File: config.mk
export PLATFORM = sky130hd
export DESIGN_NAME = lr_sc_reservation_unit
export DESIGN_NICKNAME = d
export VERILOG_FILES = /design/src/rtl/lr_sc_reservation_unit.sv
export SDC_FILE = /design/constraint.sdc
export NUM_CORES = 1
export LEC_CHECK = 0
export BUFFER_PORTS_ARGS = -buffer_cell sky130_fd_sc_hd__buf_2
export CORE_UTILIZATION = 50
export DETAILED_ROUTE_END_ITERATION = 10
export MAX_ROUTING_LAYER = met4
export PLACE_DENSITY_LB_ADDON = 0.3
export RECOVER_POWER = 50
export REMOVE_ABC_BUFFERS = 1
export SYNTH_ARGS = -nofsm -noshare
export SYNTH_HDL_FRONTEND = slang
export SYNTH_SLANG_ARGS = --single-unit
export TNS_END_PERCENT = 10
File: constraint.sdc
create_clock -name clk -period 6.2 [get_ports clk]
set_input_delay 0.93 -clock clk [delete_from_list [all_inputs] [get_ports clk]]
set_output_delay 0.93 -clock clk [all_outputs]
set_load 0.005 [all_outputs]
File: src/rtl/lr_sc_reservation_unit.sv
// Per-hart LR/SC reservation tracker: records LR reservations, resolves SC, gates the SC write.
// SC result, thread ID and write enable are registered one cycle after issue; single-cycle pulses, no backpressure.
module lr_sc_reservation_unit #(
    parameter int NUM_THREADS = 16,
    parameter int ADDR_WIDTH  = 32,
    parameter int GRANULE_LSB = 2,
    localparam int TID_W      = $clog2(NUM_THREADS),
    localparam int GRAN_W     = ADDR_WIDTH - GRANULE_LSB
) (
    input  logic                   clk,
    input  logic                   reset,
    input  logic                   i_valid,
    input  logic [TID_W-1:0]       i_thread_id,
    input  logic                   i_res_station_valid,
    input  logic                   i_store_cond,
    input  logic                   i_mem_we,
    input  logic [ADDR_WIDTH-1:0]  i_addr,
    output logic                   o_sc_valid,
    output logic [TID_W-1:0]       o_sc_thread_id,
    output logic [31:0]            o_sc_result,
    output logic                   o_sc_mem_we,
    output logic [NUM_THREADS-1:0] o_res_valid_vec
);

    logic [NUM_THREADS-1:0] r_res_valid;
    logic [GRAN_W-1:0]      r_res_addr [NUM_THREADS];

    logic [GRAN_W-1:0]      w_granule;
    logic                   w_is_sc;
    logic                   w_is_st;
    logic                   w_is_lr;
    logic [NUM_THREADS-1:0] w_match;
    logic                   w_hit;
    logic [NUM_THREADS-1:0] w_res_valid_nxt;

    assign w_granule = i_addr[ADDR_WIDTH-1:GRANULE_LSB];

    // Priority SC > store > LR when markers collide.
    assign w_is_sc = i_valid & i_store_cond;
    assign w_is_st = i_valid & i_mem_we & ~i_store_cond;
    assign w_is_lr = i_valid & i_res_station_valid & ~i_store_cond & ~i_mem_we;

    always_comb begin
        w_match = '0;
        for (int t = 0; t < NUM_THREADS; t++) begin
            w_match[t] = r_res_valid[t] && (r_res_addr[t] == w_granule);
        end
    end

    assign w_hit = w_match[i_thread_id];

    always_comb begin
        w_res_valid_nxt = r_res_valid;
        if (w_is_sc) begin
            if (w_hit) begin
                w_res_valid_nxt = r_res_valid & ~w_match;
            end
            w_res_valid_nxt[i_thread_id] = 1'b0;
        end else if (w_is_st) begin
            w_res_valid_nxt = r_res_valid & ~w_match;
        end else if (w_is_lr) begin
            w_res_valid_nxt[i_thread_id] = 1'b1;
        end
    end

    always_ff @(posedge clk) begin
        if (reset) begin
            r_res_valid <= '0;
            for (int t = 0; t < NUM_THREADS; t++) begin
                r_res_addr[t] <= '0;
            end
            o_sc_valid     <= 1'b0;
            o_sc_thread_id <= '0;
            o_sc_result    <= '0;
            o_sc_mem_we    <= 1'b0;
        end else begin
            r_res_valid <= w_res_valid_nxt;
            if (w_is_lr) begin
                r_res_addr[i_thread_id] <= w_granule;
            end
            o_sc_valid  <= w_is_sc;
            o_sc_mem_we <= w_is_sc & w_hit;
            if (w_is_sc) begin
                o_sc_thread_id <= i_thread_id;
                o_sc_result    <= {31'd0, ~w_hit};
            end
        end
    end

    assign o_res_valid_vec = r_res_valid;

endmodule

==> impl_metrics.csv <==
group,metric,value,unit
run_status,status,"complete, but fails checks",
run_status,violations,"capacitance limit, slew limit",
finish,nets,2123,
clock_tree,path_clk_slew,60,ps
finish,n_fill_cell,4161,
pwr,powerDensity,281,nW/um^2
setup_path,path_class,"in -> reg",
timing,hold-worst-slack,459,ps
timing,drv_slew,40,
setup_path,critPathLaunch,"reset",
routing,drtIter0Drc,1655,
routing,drtPass1Iterations,5,
clock_tree,post_cts_resized,0,
setup_path,critPathMaxFanout,39,
finish,syn_to_final_growth,9.88,%
setup_path,path_delay_family,"buffers and inverters",
timing,hold_violations,0,
synth,async_flop_share,0,%
placement,place_congestion,0.916,
pwr,switchingPower,1.86,mW
synth,synth_top_flop_cell,"edfxtp_1",
clock_tree,clock_sinks,503,
pwr,pwr-share-seq,50.8,%
setup_path,cp_common_cell,"clkbuf_1",
floorplan,num_io_pins,96,
pwr,intPower,5.97,mW
global_route,grt_max_degree,40,
clock_tree,clock-root-buffer,"clkbuf_16",
job,drv_cap,1,
setup_path,slowest_delay,1880,ps
floorplan,rows,82,
synth,synth-seq-area-share,58.6,%
floorplan,fp.dieW,227,um
clock_tree,clk_path_buf_depth,3,
clock_tree,htreeDepth,2,
finish,layout-drive-gt1-share,9.98,%
finish,layout_common_cells,"480 x edfxtp_1, 330 x and2_1, 260 x xor2_1",
timing,max_slew_margin,-77.1,%
synth,ys_ff_latch,503,
finish,fin_util,55.6,%
routing,ant_nets,0,
global_route,antenna_found_initial,3,
min_path,min_from,"o_sc_thread_id[0]$_SDFFE_PP0P_",
synth,ys_types,41,
timing,worst_slew_pin_slew,2660,ps
global_route,overflow,0,
finish,ff_latch_area,14900,um^2
setup_path,reg2reg_from,"r_res_addr[4][10]$_SDFFCE_PN0P_",
setup_path,reg2reg_depth,8,
synth,syn_inst,2081,
min_path,hold_class,"reg -> reg",
setup_path,r2r-end,"o_res_valid_vec[4]$_SDFFE_PP0P_",
global_route,grt_use_total,25.8,%
timing,fin_skew,16.8,ps
global_route,grt_pass1_wl,93.6,mm
global_route,grt_pass1_vias,14988,
floorplan,initial_core_util,50.6,%
finish,multi_input_area,9590,um^2
setup_path,critPathLaunchType,"input port",
timing,fin_crit,5090,ps
routing,vias,15506,
placement,port_buffers,62,
floorplan,core,50200,um^2
floorplan,dieArea,51700,um^2
placement,place_hpwl,39.0,mm
clock_tree,cts_tree,"built",
setup_path,crit_required,6460,ps
routing,wirelength,63.9,mm
timing,min_period_over_period,82.1,%
pwr,power_frac_clock,40.2,%
setup_path,r2r_setup_slack,2720,ps
synth,synth_top_area_share,56.7,%
clock_tree,insertion_delay,610,ps
pwr,pwr-share-comb,9.0,%
synth,avgSynthCellArea,12.2,um^2
setup_path,crit_path_end,"r_res_addr[13][18]$_SDFFCE_PN0P_",
synth,netlist_area,25400,um^2
pwr,p_leak,9.60,nW
timing,setup_viol_count_final,0,
setup_path,critPathSlowestCell,"clkbuf_1",
routing,wl_per_cell,22.8,um
setup_path,path_buf_inv,4,
pwr,vdd_drop_max,0.209,mV
setup_path,critical_path_arrival,5350,ps
timing,fin_tns_setup,0,ps
clock_tree,ctsHoldBuffers,0,
finish,layout_commonest_cell,"edfxtp_1",
floorplan,die_y,227,um
setup_path,worstPathCellList,"buf_2 -> clkbuf_1 -> nor2_1 -> nand4b_1 -> clkbuf_1 -> nor3_2 -> clkbuf_1 -> or2_2",
timing,fmax,196,MHz
routing,routed_via_density,5.54,
routing,drc,0,
clock_tree,cts_buffers,53,
pwr,p_sw_share,23.8,%
setup_path,path_depth,8,
synth,synth_area_leaders,"edfxtp_1 57%, and2_1 12%, xor2_1 9.0%, xnor2_1 7.6%, nor4_1 1.8%",
synth,synth_enable_flop_cells,480,
clock_tree,cts_setup_buffers,0,
synth,yosys.area.top_type,"edfxtp_1",
synth,ys_warn_count,0,
timing,rsz0062_at_grt,"false",
setup_path,end_kind,"flip-flop",
[cell families (layout without fill, tap and decap cells)]
kind of cell | after synthesis | in the layout | synth area share (%)
AO/OA/AOI/OAI | 113 | 113 | 2.68
AND/OR/NAND/NOR | 753 | 753 | 17.9
flip-flops | 503 | 503 | 58.6
buffers and inverters | 231 | 244 | 4.28
other | 1 | 33 | 0.0148
XOR/XNOR | 480 | 480 | 16.5
[cells in the mapped netlist, types with 3 or more instances]
cell type    n
and2_1     484
edfxtp_1   480
xor2_1     260
xnor2_1    220
clkbuf_1   125
nor4_1      75
nand4_1     68
buf_2       49
buf_4       40
o21ai_0     40
a21oi_1     36
nand2_1     29
nor3_1      28
nor2_1      24
dfxtp_1     23
or2_2       17
a31oi_1     16
inv_1       10
a21boi_0     8
nand3_1      8
nor2b_1      7
buf_1        6
nand2b_1     4
a221oi_1     3
o221a_2      3
or3_1        3
[metrics by stage]
stage          std cells  setup slack [ps]  power [mW]  cell area, um^2
3_3_place_gp        2698              1580        4.73            26300
4_1_cts             2796              2100        7.87            28000
6_report            2798              1110        7.83            27900
5_1_grt             2797              1010        8.06            27900
3_5_place_dp        2698              1460        4.75            26300
2_1_floorplan       1890              2600        4.39            24500
[flip-flops by register name, summed over array words and instances, names as in the netlist]
register         flops
o_sc_thread_id       4
o_sc_result          1
o_sc_valid           1
r_res_addr         480
o_res_valid_vec     16
o_sc_mem_we          1
[power by group through the flow]
stage / logic (mW) / clock network (mW) / registers [mW]
6_report: 0.702 / 3.15 / 3.98
5_1_grt: 0.758 / 3.31 / 4.00
4_1_cts: 0.705 / 3.19 / 3.98
3_5_place_dp: 0.699 / 0 / 4.05
3_3_place_gp: 0.686 / 0 / 4.04
2_1_floorplan: 0.362 / 0 / 4.03
[routing by layer]
metal,vias up,wire length [um],track usage [%]
li1,7029,-,-
met1,7809,27900,34.7
met2,545,29100,39.4
met3,123,4760,4.75
met4,0,2220,9.07
met5,-,0,-
[how the worst min path moves through the flow]
stage                     cells after the start  slack [ps]                        endpoint
after floorplan                               2         450  o_sc_thread_id[0]$_SDFFE_PP0P_
after global placement                        2         440  o_sc_thread_id[1]$_SDFFE_PP0P_
after detailed placement                      2         450  o_sc_thread_id[0]$_SDFFE_PP0P_
after CTS                                     2         460  o_sc_thread_id[0]$_SDFFE_PP0P_
after global routing                          2         480  o_sc_thread_id[3]$_SDFFE_PP0P_
final                                         2         460  o_sc_thread_id[0]$_SDFFE_PP0P_
[cell type report]
cell class / instances / area share (%)
inverter: 10 / 0.134
clock buffer: 71 / 5.29
tap: 672 / 3.01
timing repair buffer: 136 / 3.09
antenna: 2 / 0.0179
clock inverter: 27 / 0.829
multi-input combinational: 1377 / 34.3
sequential: 503 / 53.3
[worst reg2reg max path, delay by kind of cell (launching register included)]
family                    cells  cell delay, ps
and+or+nand+nor               4            1830
AOI/OAI and AO/OA             3             970
DFF                           1             380
xor gates and xnor gates      1             150
(Power assumes the default switching activity.)
